### src/rtl/minute_time_counter.sv
// -----------------------------------------------------------------------------
// minute_time_counter
//
// Keeps wall-clock time HH:MM in BCD, from 00:00 to 23:59. Each falling edge of
// the asynchronous 1-minute square wave min_clk advances the time by one minute.
// A one-cycle load request sets the time, but only when the requested value is
// a legal BCD time.
//
// Parameters
//   SYNC_STAGES  flops in the min_clk synchroniser (values below 2 are raised to 2)
//
// Ports
//   clk, rst_n        system clock (rising edge) and async active-low reset
//   min_clk           minute square wave, asynchronous to clk
//   run_en            1 = minute edges advance the time, 0 = edges are discarded
//   load_valid        one-cycle time-set request
//   load_h_t/h_u      BCD hours tens/units to load
//   load_m_t/m_u      BCD minutes tens/units to load
//   load_ack          one-cycle pulse: load accepted
//   load_err          one-cycle pulse: load rejected (illegal time)
//   h_t/h_u/m_t/m_u   current time in BCD
//   min_tick          one-cycle pulse whenever the time advanced by one minute
//   day_tick          one-cycle pulse on the 23:59 -> 00:00 rollover
// -----------------------------------------------------------------------------
`timescale 1ns/1ps

module minute_time_counter #(
   parameter int SYNC_STAGES = 2
) (
   input  logic       clk,
   input  logic       rst_n,
   input  logic       min_clk,
   input  logic       run_en,
   input  logic       load_valid,
   input  logic [1:0] load_h_t,
   input  logic [3:0] load_h_u,
   input  logic [2:0] load_m_t,
   input  logic [3:0] load_m_u,
   output logic       load_ack,
   output logic       load_err,
   output logic [1:0] h_t,
   output logic [3:0] h_u,
   output logic [2:0] m_t,
   output logic [3:0] m_u,
   output logic       min_tick,
   output logic       day_tick
);

   // A single-flop synchroniser is never acceptable for an asynchronous input.
   localparam int STAGES = (SYNC_STAGES < 2) ? 2 : SYNC_STAGES;

   // ---------------------------------------------------------------------------
   // min_clk synchroniser and falling-edge detector
   // ---------------------------------------------------------------------------
   logic [STAGES-1:0] sync_q;
   logic              hist_q;
   logic              fall;

   // Everything resets to 0, so a min_clk that is already high at reset release
   // only looks like a rising edge (ignored), never like a spurious fall.
   always_ff @(posedge clk or negedge rst_n) begin
      if (!rst_n) begin
         sync_q <= '0;
         hist_q <= 1'b0;
      end else begin
         // NOTE: non-blocking assignments so every flop in the chain samples
         // its predecessor's pre-edge value; blocking here would collapse the
         // synchroniser into a single stage.
         sync_q <= {sync_q[STAGES-2:0], min_clk};
         hist_q <= sync_q[STAGES-1];
      end
   end

   assign fall = hist_q & ~sync_q[STAGES-1];

   // ---------------------------------------------------------------------------
   // Time state
   // ---------------------------------------------------------------------------
   logic [1:0] h_t_q, h_t_d;
   logic [3:0] h_u_q, h_u_d;
   logic [2:0] m_t_q, m_t_d;
   logic [3:0] m_u_q, m_u_d;
   logic       ack_q, ack_d;
   logic       err_q, err_d;
   logic       min_tick_q, min_tick_d;
   logic       day_tick_q, day_tick_d;

   // ---------------------------------------------------------------------------
   // Load validity: hours 00..23, minutes 00..59, every digit proper BCD
   // ---------------------------------------------------------------------------
   logic hours_ok;
   logic load_ok;

   always_comb begin
      // NOTE: every variable assigned in always_comb gets a default first, so
      // no path through the block can leave it unassigned and infer a latch.
      hours_ok = 1'b0;
      if (load_h_t < 2'd2) begin
         hours_ok = (load_h_u <= 4'd9);
      end else if (load_h_t == 2'd2) begin
         hours_ok = (load_h_u <= 4'd3);
      end
      load_ok = hours_ok && (load_m_t <= 3'd5) && (load_m_u <= 4'd9);
   end

   // ---------------------------------------------------------------------------
   // Next-minute value: BCD ripple-carry m_u -> m_t -> h_u -> h_t, 23:59 wraps
   // ---------------------------------------------------------------------------
   logic [1:0] inc_h_t;
   logic [3:0] inc_h_u;
   logic [2:0] inc_m_t;
   logic [3:0] inc_m_u;
   logic       at_last_minute;

   always_comb begin
      inc_h_t = h_t_q;
      inc_h_u = h_u_q;
      inc_m_t = m_t_q;
      inc_m_u = m_u_q;
      at_last_minute = (h_t_q == 2'd2) && (h_u_q == 4'd3) &&
                       (m_t_q == 3'd5) && (m_u_q == 4'd9);

      if (m_u_q != 4'd9) begin
         inc_m_u = m_u_q + 4'd1;
      end else begin
         inc_m_u = 4'd0;
         if (m_t_q != 3'd5) begin
            inc_m_t = m_t_q + 3'd1;
         end else begin
            inc_m_t = 3'd0;
            if ((h_t_q == 2'd2) && (h_u_q == 4'd3)) begin
               inc_h_t = 2'd0;
               inc_h_u = 4'd0;
            end else if (h_u_q == 4'd9) begin
               inc_h_u = 4'd0;
               inc_h_t = h_t_q + 2'd1;
            end else begin
               inc_h_u = h_u_q + 4'd1;
            end
         end
      end
   end

   // ---------------------------------------------------------------------------
   // Next-state selection. A valid load takes priority over a coincident minute
   // edge (the edge is dropped); an invalid load leaves the advance untouched.
   // ---------------------------------------------------------------------------
   logic advance;

   always_comb begin
      h_t_d      = h_t_q;
      h_u_d      = h_u_q;
      m_t_d      = m_t_q;
      m_u_d      = m_u_q;
      ack_d      = load_valid & load_ok;
      err_d      = load_valid & ~load_ok;
      advance    = fall & run_en & ~ack_d;
      min_tick_d = advance;
      day_tick_d = advance & at_last_minute;

      if (ack_d) begin
         h_t_d = load_h_t;
         h_u_d = load_h_u;
         m_t_d = load_m_t;
         m_u_d = load_m_u;
      end else if (advance) begin
         h_t_d = inc_h_t;
         h_u_d = inc_h_u;
         m_t_d = inc_m_t;
         m_u_d = inc_m_u;
      end
   end

   always_ff @(posedge clk or negedge rst_n) begin
      if (!rst_n) begin
         // NOTE: only flip-flops live here (no memory arrays), so resetting
         // every register is cheap and gives a fully defined 00:00 start.
         h_t_q      <= 2'd0;
         h_u_q      <= 4'd0;
         m_t_q      <= 3'd0;
         m_u_q      <= 4'd0;
         ack_q      <= 1'b0;
         err_q      <= 1'b0;
         min_tick_q <= 1'b0;
         day_tick_q <= 1'b0;
      end else begin
         h_t_q      <= h_t_d;
         h_u_q      <= h_u_d;
         m_t_q      <= m_t_d;
         m_u_q      <= m_u_d;
         ack_q      <= ack_d;
         err_q      <= err_d;
         min_tick_q <= min_tick_d;
         day_tick_q <= day_tick_d;
      end
   end

   assign h_t      = h_t_q;
   assign h_u      = h_u_q;
   assign m_t      = m_t_q;
   assign m_u      = m_u_q;
   assign load_ack = ack_q;
   assign load_err = err_q;
   assign min_tick = min_tick_q;
   assign day_tick = day_tick_q;

endmodule

### config.mk
export PLATFORM = sky130hd
export DESIGN_NAME = minute_time_counter
export DESIGN_NICKNAME = d
export VERILOG_FILES = /design/src/rtl/minute_time_counter.sv
export SDC_FILE = /design/constraint.sdc
export NUM_CORES = 1
export LEC_CHECK = 0
export ABC_AREA = 1
export BUFFER_PORTS_ARGS = -buffer_cell sky130_fd_sc_hd__buf_2
export CAP_MARGIN = 25
export CORE_ASPECT_RATIO = 1.4
export CORE_MARGIN = 2
export CORE_UTILIZATION = 53
export CTS_BUF_LIST = sky130_fd_sc_hd__clkbuf_8
export CTS_CLUSTER_DIAMETER = 60
export DETAILED_ROUTE_END_ITERATION = 7
export PLACE_DENSITY = 0.82
export SLEW_MARGIN = 10
export SYNTH_ARGS = -nofsm -noshare
export SYNTH_HDL_FRONTEND = slang
export SYNTH_SLANG_ARGS = --single-unit
### constraint.sdc
create_clock -name clk -period 1.7 [get_ports clk]
set_input_delay 0.255 -clock clk [delete_from_list [all_inputs] [get_ports clk]]
set_output_delay 0.255 -clock clk [all_outputs]
set_load 0.01 [all_outputs]
==> metrics.yaml <==
run_status:
  outcome: "completed"
floorplan:
  start_util_pct: 54.8
  rows: 20
  die_h_um: 59.5
  die_area_um2: 2600
  pin_count: 35
  core_area_um2: 2130
  die_w_um: 43.6
synth:
  synth-seq-cells: 20
  synth_top_cells_by_count: "nand2_1, inv_1, dfrtp_1"
  synth_top_cell_area_share_pct: 42.9
  synthTopCellsByArea: "dfrtp_1, nand2_1, inv_1"
  ys_seq_area_share_pct: 42.9
  synthesis.area_um2: 1170
  yosysMostFrequentCell: "nand2_1"
  synth_top_cell_by_area: "dfrtp_1"
  netlist_instances: 157
  avgSynthCellArea_um2: 7.43
  synth_cell_types: 25
  ys.flop_type: "dfrtp_1"
  async_reset_ff_share_pct: 100
  synth_edf_count: 0
  syn-num-nets: 177
  yosysWarnings: 0
cells_and_area:
  nFillCells: 182
  syn_to_final_growth_pct: 23.6
  seq_area_um2: 500
  layout.nets: 218
  finalNonFillerCells: 219
  drive_above_1_share_pct: 24.4
  multi_input_area_um2: 557
  n_antenna_cell: 0
power:
  p_leak_nw: 0.822
  irDropWorstVdd_v: 0.00101
  power.density_nw_per_um2: 1340
clock_network:
  cts_num_sinks: 20
  clk_latency_ns: 0.26
  clockBufferDepth: 2
  cts_tree: "done"
  cts_buffers: 3
  htree_levels: 1
  clk_pin_slew_ns: 0.07
  cts_root_buffer: "clkbuf_8"
grt:
  grt_max_degree: 21
  antenna_found_initial: 0
  grt-ovfl-total: 0
  track_usage_pct: 22.3
  grt_pass1_wl_um: 4370
  grt_pass1_vias: 1068
place:
  pre_cts_slack_ns: 0.133
  dp_cells: 214
  io_buffers: 34
  place_hpwl_um: 1930
  gp_congestion: 0.920
worst_setup_path:
  cp_max_fo: 5
  r2r-end: "h_t[0]$_DFFE_PN0P_"
  path_class: "flop to flop"
  end_kind: "flop"
  r2r_setup_slack_ns: 0.20
  r2r_start: "h_u[1]$_DFFE_PN0P_"
  rr_worst_depth: 9
  required_ns: 1.85
  critPathLaunchType: "flop"
  arrival_ns: 1.65
sta:
  slew_headroom_pct: 70.7
  rsz0062_at_grt: "false"
  drv_slew: 0
  clock_skew_ns: 0.00145
  setup_violations: 0
  hold_ws_ns: 0.0986
  fin_setup_tns_ns: 0
  fin_ws_ns: 0.203
  tightest_slew_ns: 0.439
  fmax_ghz: 0.668
  fin_crit_sh_pct: 88.0
  period_needed_ns: 1.50
  final-hold-violation-count: 0
route:
  ant_nets: 0
  wirelength_um: 2500
  dr_total_vias: 1147
  drtIter0Drc: 23
  drc: 0
  vias_per_cell: 5.24
  wire_per_inst_um: 11.4
  first_pass_iters: 4
min_path:
  hold-path-cell-count: 1
  hp-class: "input port to flop"
  hp-start: "min_clk"
  whs_endpoint: "sync_q[0]$_DFF_PN0_"
job:
  maxCapViolations: 0
-- kinds of logic (layout without fill, tap and decap cells) --
family | Yosys count | count (layout) | share of synthesized area [%]
and+or+nand+nor | 99 | 99 | 38.6
buffers and inverters | 24 | 64 | 9.33
DFF | 20 | 20 | 42.9
AOI/OAI and AO/OA | 7 | 7 | 3.22
xor gates and xnor gates | 5 | 5 | 3.76
adders and majority gates | 2 | 2 | 2.15
-- cell type report --
cell class                      instances  share of cell area [%]
Clock buffer                            3                    2.86
Clock inverter                          1                    2.08
Inverter                               22                    5.73
Multi-Input combinational cell        113                    38.6
Sequential cell                        20                    34.7
Tap cell                               22                    1.91
Timing Repair Buffer                   38                    14.1
-- power by group --
group	switching (mW)	total (mW)	leakage, nW	internal, mW
clock	0.155	0.469	0.0357	0.314
sequential	0.137	0.732	0.249	0.595
combinational	0.415	0.730	0.538	0.315
-- worst max-delay path: stages (launching register included) --
cell and delay, ns:
dfrtp_1 0.43, ha_1 0.23, nand3_1 0.12, nor2_1 0.14, buf_4 0.15, nor2_1 0.04
nand2_1 0.07, nand2_1 0.08, nand3_1 0.07, nand2_1 0.05
-- sequential cells by signal, indices dropped and copies added, names as in the netlist --
signal / flops
h_u: 4
load_ack: 1
m_u: 4
hist_q: 1
m_t: 3
load_err: 1
h_t: 2
day_tick: 1
sync_q: 2
min_tick: 1
-- how the worst max path moves through the flow --
stage	to	slack [ns]	from	cells past startpoint
CTS	h_t[0]$_DFFE_PN0P_	0.22	h_u[1]$_DFFE_PN0P_	9
global route	h_t[0]$_DFFE_PN0P_	0.06	h_u[1]$_DFFE_PN0P_	9
detailed placement	h_u[3]$_DFFE_PN0P_	0.13	load_h_u[3]	10
finish	h_t[0]$_DFFE_PN0P_	0.20	h_u[1]$_DFFE_PN0P_	9
floorplan	h_t[0]$_DFFE_PN0P_	0.27	h_u[0]$_DFFE_PN0P_	8
global placement	h_u[3]$_DFFE_PN0P_	0.20	load_m_u[1]	10
-- cells in the final DEF, fill, tap and decap left out, drive strengths merged, types with 3 or more instances in the layout --
cell    instances
xor2            3
clkbuf          3
nand3          16
nand2          61
dfrtp          20
inv            21
nand4           5
o21ai           5
nor2           13
buf            37
-- repair_timing --
action                                 in CTS  in global routing
hold buffers                                1                  0
buffers inserted                            0                  0
endpoints found under the hold margin      20                  0
resized for setup                           0                  0
setup endpoints to repair                   0                  0
-- layer usage --
metal  wire length, um  global-route usage [%]  vias to the layer above
met5                 0                       0                        -
met4                91                    12.6                        0
met3               131                    2.74                       12
met2              1290                    39.5                       43
met1               989                    25.3                      522
li1                  -                       -                      570
-- stage by stage --
step,util (%),area [um^2],power (mW)
2_1_floorplan,-,1170,1.21
3_3_place_gp,63.9,1360,1.44
3_5_place_dp,63.9,1360,1.46
4_1_cts,67.8,1440,1.94
5_1_grt,67.8,1440,2.09
6_report,67.8,1440,1.93
No activity file was read; power rests on OpenSTA's default activity.
